**src/rtl/tile_fetch_pkg.sv**
```systemverilog
// Shared types and constants for the tile fetch controller and its address generator.
package tile_fetch_pkg;

   typedef enum logic [1:0] {
      IDLE = 2'd0,
      RUN  = 2'd1,
      DONE = 2'd2
   } tf_state_e;

   // Width of matrix dimensions and tile indices
   localparam int DimWidth      = 7;
   // Width of the optional backpressure stall counter
   localparam int StallCntWidth = 16;

endpackage

```
**src/rtl/tile_addr_gen.sv**
```systemverilog
// Tile row/column counters and tile base address for a row-major matrix walk.
// Address wraps modulo 2^AddrWidth; the counters only move on advance_i,
// so the address holds whenever the controller is stalled.
module tile_addr_gen
   import tile_fetch_pkg::*;
#(
   parameter int DataRows    = 4,
   parameter int DataColumns = 4,
   parameter int AddrWidth   = 10
) (
   input  logic                 clk_i,
   input  logic                 rst_i,
   input  logic                 clear_i,
   input  logic                 advance_i,
   input  logic [AddrWidth-1:0] base_i,
   input  logic [DimWidth-1:0]  cols_i,
   input  logic [DimWidth-1:0]  tile_rows_i,
   input  logic [DimWidth-1:0]  tile_cols_i,
   output logic                 last_o,
   output logic [DimWidth-1:0]  tr_o,
   output logic [DimWidth-1:0]  tc_o,
   output logic [AddrWidth-1:0] addr_o
);

   logic row_end;

   assign row_end = (tc_o == tile_cols_i - DimWidth'(1));
   assign last_o  = row_end && (tr_o == tile_rows_i - DimWidth'(1));

   // Element offset of tile (tr, tc): tr*DataRows full matrix rows plus tc*DataColumns elements
   assign addr_o = base_i + AddrWidth'(32'(tr_o) * 32'(DataRows) * 32'(cols_i)
                                      + 32'(tc_o) * 32'(DataColumns));

   // Row-major tile counter: column index wraps into the next tile row
   always_ff @(posedge clk_i) begin
      if (rst_i || clear_i) begin
         tr_o <= '0;
         tc_o <= '0;
      end else if (advance_i) begin
         if (row_end) begin
            tc_o <= '0;
            tr_o <= tr_o + DimWidth'(1);
         end else begin
            tc_o <= tc_o + DimWidth'(1);
         end
      end
   end

endmodule

```
**src/rtl/tile_fetch_ctrl.sv**
```systemverilog
// Tile fetch controller: walks a row-major matrix tile by tile, drives the
// tile base address and row stride to a combinational-read memory, registers
// each tile and streams it downstream over valid/ready.
// Optional build macro TILE_FETCH_STALL_CNT_EN adds stall_cnt_o, a saturating
// count of backpressure cycles since the last accepted start.
module tile_fetch_ctrl
   import tile_fetch_pkg::*;
#(
   parameter int DataWidth   = 8,
   parameter int DataRows    = 4,
   parameter int DataColumns = 4,
   parameter int DataDepth   = 1024,
   parameter int AddrWidth   = $clog2(DataDepth)
) (
   input  logic                                        clk_i,
   input  logic                                        rst_i,
   input  logic                                        start_i,
   input  logic [AddrWidth-1:0]                        base_addr_i,
   input  logic [DimWidth-1:0]                         mat_rows_i,
   input  logic [DimWidth-1:0]                         mat_cols_i,
   output logic                                        busy_o,
   output logic                                        done_o,
   output logic                                        err_o,
   output logic [AddrWidth-1:0]                        mem_addr_o,
   output logic [DimWidth-1:0]                         matrix_col_o,
   input  logic [DataWidth*DataRows*DataColumns-1:0]   mem_rd_data_i,
   output logic [DataWidth*DataRows*DataColumns-1:0]   tile_o,
   output logic                                        tile_valid_o,
   input  logic                                        tile_ready_i,
`ifdef TILE_FETCH_STALL_CNT_EN
   output logic [StallCntWidth-1:0]                    stall_cnt_o,
`endif
   output logic [DimWidth-1:0]                         tile_row_o,
   output logic [DimWidth-1:0]                         tile_col_o
);

   localparam logic [DimWidth-1:0] RowsDim = DimWidth'(DataRows);
   localparam logic [DimWidth-1:0] ColsDim = DimWidth'(DataColumns);

   tf_state_e              state;
   logic [AddrWidth-1:0]   base_q;
   logic [DimWidth-1:0]    tile_rows_q;
   logic [DimWidth-1:0]    tile_cols_q;
   logic                   all_fetched;
   logic                   start_ok;
   logic                   dim_zero;
   logic                   dim_bad;
   logic                   fetch;
   logic                   take;
   logic                   advance;
   logic                   last;
   logic [DimWidth-1:0]    tr;
   logic [DimWidth-1:0]    tc;
   logic [AddrWidth-1:0]   gen_addr;

   assign start_ok = (state == IDLE) && start_i;
   assign dim_zero = (mat_rows_i == '0) || (mat_cols_i == '0);
   assign dim_bad  = ((mat_rows_i % RowsDim) != '0) || ((mat_cols_i % ColsDim) != '0);

   // Output register is free when empty or being accepted this cycle
   assign fetch   = (state == RUN) && (!tile_valid_o || tile_ready_i);
   assign take    = fetch && !all_fetched;
   // The counters stop on the last tile so its address holds until the stream ends
   assign advance = take && !last;

   assign mem_addr_o = (state == RUN) ? gen_addr : '0;

   tile_addr_gen #(
      .DataRows    (DataRows),
      .DataColumns (DataColumns),
      .AddrWidth   (AddrWidth)
   ) u_addr_gen (
      .clk_i       (clk_i),
      .rst_i       (rst_i),
      .clear_i     (start_ok),
      .advance_i   (advance),
      .base_i      (base_q),
      .cols_i      (matrix_col_o),
      .tile_rows_i (tile_rows_q),
      .tile_cols_i (tile_cols_q),
      .last_o      (last),
      .tr_o        (tr),
      .tc_o        (tc),
      .addr_o      (gen_addr)
   );

   // Control FSM with registered status, tile capture and handshake outputs
   always_ff @(posedge clk_i) begin
      if (rst_i) begin
         state        <= IDLE;
         busy_o       <= 1'b0;
         done_o       <= 1'b0;
         err_o        <= 1'b0;
         base_q       <= '0;
         matrix_col_o <= '0;
         tile_rows_q  <= '0;
         tile_cols_q  <= '0;
         all_fetched  <= 1'b0;
         tile_valid_o <= 1'b0;
         tile_o       <= '0;
         tile_row_o   <= '0;
         tile_col_o   <= '0;
      end else begin
         done_o <= 1'b0;
         case (state)
            IDLE: begin
               if (start_ok) begin
                  base_q       <= base_addr_i;
                  matrix_col_o <= mat_cols_i;
                  tile_rows_q  <= mat_rows_i / RowsDim;
                  tile_cols_q  <= mat_cols_i / ColsDim;
                  all_fetched  <= 1'b0;
                  err_o        <= 1'b0;
                  if (dim_zero) begin
                     state  <= DONE;
                     done_o <= 1'b1;
                  end else if (dim_bad) begin
                     err_o  <= 1'b1;
                     state  <= DONE;
                     done_o <= 1'b1;
                  end else begin
                     state  <= RUN;
                     busy_o <= 1'b1;
                  end
               end
            end
            RUN: begin
               if (take) begin
                  tile_o       <= mem_rd_data_i;
                  tile_row_o   <= tr;
                  tile_col_o   <= tc;
                  tile_valid_o <= 1'b1;
                  if (last) begin
                     all_fetched <= 1'b1;
                  end
               end else if (fetch) begin
                  // Nothing left to fetch, so this is the last tile being accepted
                  tile_valid_o <= 1'b0;
                  busy_o       <= 1'b0;
                  done_o       <= 1'b1;
                  state        <= DONE;
               end
            end
            DONE: begin
               state <= IDLE;
            end
            default: begin
               state <= IDLE;
            end
         endcase
      end
   end

`ifdef TILE_FETCH_STALL_CNT_EN
   // Saturating count of cycles where a tile waits on downstream
   always_ff @(posedge clk_i) begin
      if (rst_i || start_ok) begin
         stall_cnt_o <= '0;
      end else if (tile_valid_o && !tile_ready_i && (stall_cnt_o != '1)) begin
         stall_cnt_o <= stall_cnt_o + StallCntWidth'(1);
      end
   end
`endif

endmodule

```
**config.mk**
```make
export PLATFORM = sky130hd
export DESIGN_NAME = tile_fetch_ctrl
export DESIGN_NICKNAME = d
export VERILOG_FILES = /design/src/rtl/tile_fetch_pkg.sv /design/src/rtl/tile_addr_gen.sv /design/src/rtl/tile_fetch_ctrl.sv
export SDC_FILE = /design/constraint.sdc
export NUM_CORES = 1
export LEC_CHECK = 0
export ABC_AREA = 1
export CAP_MARGIN = 5
export CELL_PAD_IN_SITES_DETAIL_PLACEMENT = 2
export CELL_PAD_IN_SITES_GLOBAL_PLACEMENT = 2
export CORE_MARGIN = 2
export CORE_UTILIZATION = 27
export CTS_BUF_LIST = sky130_fd_sc_hd__clkbuf_8
export DETAILED_ROUTE_END_ITERATION = 10
export PLACE_DENSITY = 0.9
export SETUP_SLACK_MARGIN = 0.1
export SLEW_MARGIN = 20
export SYNTH_ARGS = -nofsm -noshare
export SYNTH_HDL_FRONTEND = slang
export SYNTH_SLANG_ARGS = --single-unit
```
**constraint.sdc**
```tcl
create_clock -name clk_i -period 15.3 [get_ports clk_i]
set_input_delay 4.59 -clock clk_i [delete_from_list [all_inputs] [get_ports clk_i]]
set_output_delay 4.59 -clock clk_i [all_outputs]
set_load 0.02 [all_outputs]
```
==> run metrics <==
# clock sinks=185; mapped cell area=8730 µm²; DR WL/cell=21.0 µm; antenna violations before repair=2; Pwr Density=78.6 nW/µm²; post-CTS setup buffers=0; CTS Buf Count=17; Synth area leaders=dfxtp_1, nand2_1, a21oi_1, inv_1, fa_1; Filler cells=3,589; Placeable Area=31,700 µm²; post-synthesis net count=1,386; Layout Nets=1,659; outcome=finished clean; final max-slew violation count=0; Startpoint Class=flip-flop; multi-input logic area=4240 µm²; Boundary Pins=319; CTS tree=yes; reg2reg setup slack=11.65 ns; die area=33,800 µm²; WHS Path Cells=2; endpoint class of the critical path=output pin; Max Fanout on Critical Path=14; Tot GR Track Use=23.5%; number of global-route vias before repair=10,400; Slew @ Worst Pin=1.06 ns; drt first pass iters=5; Post-route DRC=0; Setup Slack @ Placement=4.84 ns; P&R area growth vs syn=43.7%; Yosys top cell by area=dfxtp_1; Post-Synthesis Cells=1,186; MaxCap Viol Count=0; HPWL Detailed=29.1 mm; WS Path Type=flip-flop to output pin; Worst Reg2Reg Path Length in Cells=7; Die W=184 µm; post-CTS sizing=0; worst flop-to-flop path endpoint=tile_o[105]; Syn. warnings=0; die height=184 µm; Longest Clk Path Bufs=2; worst skew pair latency=0.52 ns; register area=3700 µm²; Post-synth ARST share=0%; final worst setup slack=4.25 ns; dpl cells=1,842; CTS clk-pin slew, worst paths=0.10 ns; FF-to-FF Start=state[0]; number of routed nets with antenna violations=0; layout cell share with drive strength beyond 1=4.76%; maximum number of pins on one net before global-route repair=99; first-pass GRT wire length=60.3 mm; PortBufs=318; final hold vios=0; #FFs+latches synth=185; total wire length=39.3 mm; gp weighted congestion=0.836; Worst EP arrival=6.46 ns; ys flop type=dfxtp_1; Avg Cell Area, Syn=7.36 µm²; via count=9,113; worst min path class=flip-flop to flip-flop; starting density of the core=27.5%; Tcrit/Tclk final=72.2%; register area share after synthesis=42.4%; number of vias per cell=4.86; row count=65; Worst Hold Endpoint=tile_o[82]; Post-synth EDFFs=0; Placement Cell Area=12,100 µm²; Rel. slew slack=29.4%; final setup violation count=0; leak pwr=4.90 nW; Worst Path Required=10.71 ns; Hold-fix buffers, CTS=0; most common cell after layout, fill and taps aside=nand2_1; RSZ-0062 raised after global routing=no; Clock Root Buffer=clkbuf_8; Finished Layout Cells=1,875; drt initial violations=409; setup_tns=0 ns; most frequent cells in the layout=nand2_1, clkdlybuf4s50_1, dfxtp_1, a21oi_1, inv_1; Period minus WS final=11.05 ns; Synth top area share=42.4%; Final Instance Area=12,500 µm²; htree depth=4; Worst Hold Launch=tile_o[82]; Max Freq=90.5 MHz; distinct cell type count after synthesis=39; Max IR drop VDD=0.0000730 V; total gr overflow=0; Worst Skew=0.0218 ns
where the power goes:
group / leakage, nW / total [mW] / switching [mW] / internal (mW)
combinational: 3.19 / 0.123 / 0.0637 / 0.0596
sequential: 1.50 / 0.499 / 0.00872 / 0.490
clock: 0.211 / 0.364 / 0.205 / 0.159
worst max path at each step:
stage | from | to | slack, ns | depth (start not counted)
2_1_floorplan | matrix_col_o[3] | mem_addr_o[9] | 5.83 | 22
3_3_place_gp | u_addr_gen.tr_o[2] | mem_addr_o[9] | 5.12 | 23
3_5_place_dp | u_addr_gen.tr_o[2] | mem_addr_o[9] | 4.84 | 23
4_1_cts | u_addr_gen.tr_o[2] | mem_addr_o[9] | 4.20 | 23
5_1_grt | u_addr_gen.tr_o[2] | mem_addr_o[9] | 3.88 | 23
6_report | u_addr_gen.tr_o[2] | mem_addr_o[9] | 4.25 | 23
layout make-up:
type | instances | area share, %
Inverter | 120 | 3.69
Clock inverter | 13 | 1.32
Sequential cell | 185 | 29.5
Multi-Input combinational cell | 813 | 33.8
Timing Repair Buffer | 322 | 25.6
Antenna cell | 1 | 0.0199
Clock buffer | 19 | 2.08
Tap cell | 402 | 4.01
synth_stat cells (7+ instances only):
| cell type | count |
|---|---|
| a21oi_1 | 184 |
| buf_2 | 25 |
| clkbuf_1 | 32 |
| dfxtp_1 | 185 |
| fa_1 | 20 |
| ha_1 | 24 |
| inv_1 | 112 |
| nand2_1 | 413 |
| nand3_1 | 34 |
| nand4_1 | 13 |
| nor2_1 | 34 |
| o21ai_0 | 34 |
| xnor2_1 | 7 |
| xor2_1 | 10 |
sequential cells by signal (all words and copies together), names as in the netlist:
register	count
busy_o	1
tile_o	128
tile_col_o	7
state	2
all_fetched	1
err_o	1
tile_valid_o	1
u_addr_gen.tc_o	7
done_o	1
tile_rows_q	5
u_addr_gen.tr_o	7
matrix_col_o	7
tile_row_o	7
base_q	10
stage by stage:
step / total power, mW / utilization [%] / hold slack (ns)
6_report: 0.986 / 39.6 / 0.470
4_1_cts: 1.00 / 39.5 / 0.475
2_1_floorplan: 0.563 / - / 0.430
3_3_place_gp: 0.626 / 38.2 / 0.444
5_1_grt: 1.03 / 39.6 / 0.493
3_5_place_dp: 0.633 / 38.2 / 0.460
logic make-up after synthesis:
logic type,synth area share (%)
and+or+nand+nor,25.3
AOI/OAI and AO/OA,13.4
buffers and inverters,9.12
DFF,42.4
adders and majority gates,8.03
xor gates and xnor gates,1.71
critical path, stage by stage (launching register included):
cell and delay, ns:
dfxtp_1 0.75, nand2_1 0.20, fa_1 0.58, inv_1 0.05, ha_1 0.27, inv_1 0.05
fa_1 0.51, fa_1 0.55, inv_1 0.04, ha_1 0.35, a21oi_1 0.20, o21ai_0 0.14
xnor2_1 0.16, fa_1 0.48, inv_1 0.04, ha_1 0.31, a21oi_1 0.23, inv_1 0.08
nand2_1 0.07, nand2_1 0.07, nand2_1 0.07, nand2_1 0.04, nor2_1 0.10, clkdlybuf4s50_1 0.62
routing by layer:
metal | GRT usage (%) | vias to the layer above | part of all wire [%]
met5 | 0 | - | 0.028
met4 | 11.1 | 2 | 4.2
met3 | 7.55 | 73 | 6.7
met2 | 43.0 | 262 | 52
met1 | 24.2 | 4498 | 37
li1 | - | 4278 | -
Note: power is estimated with default switching activity, not from simulation.
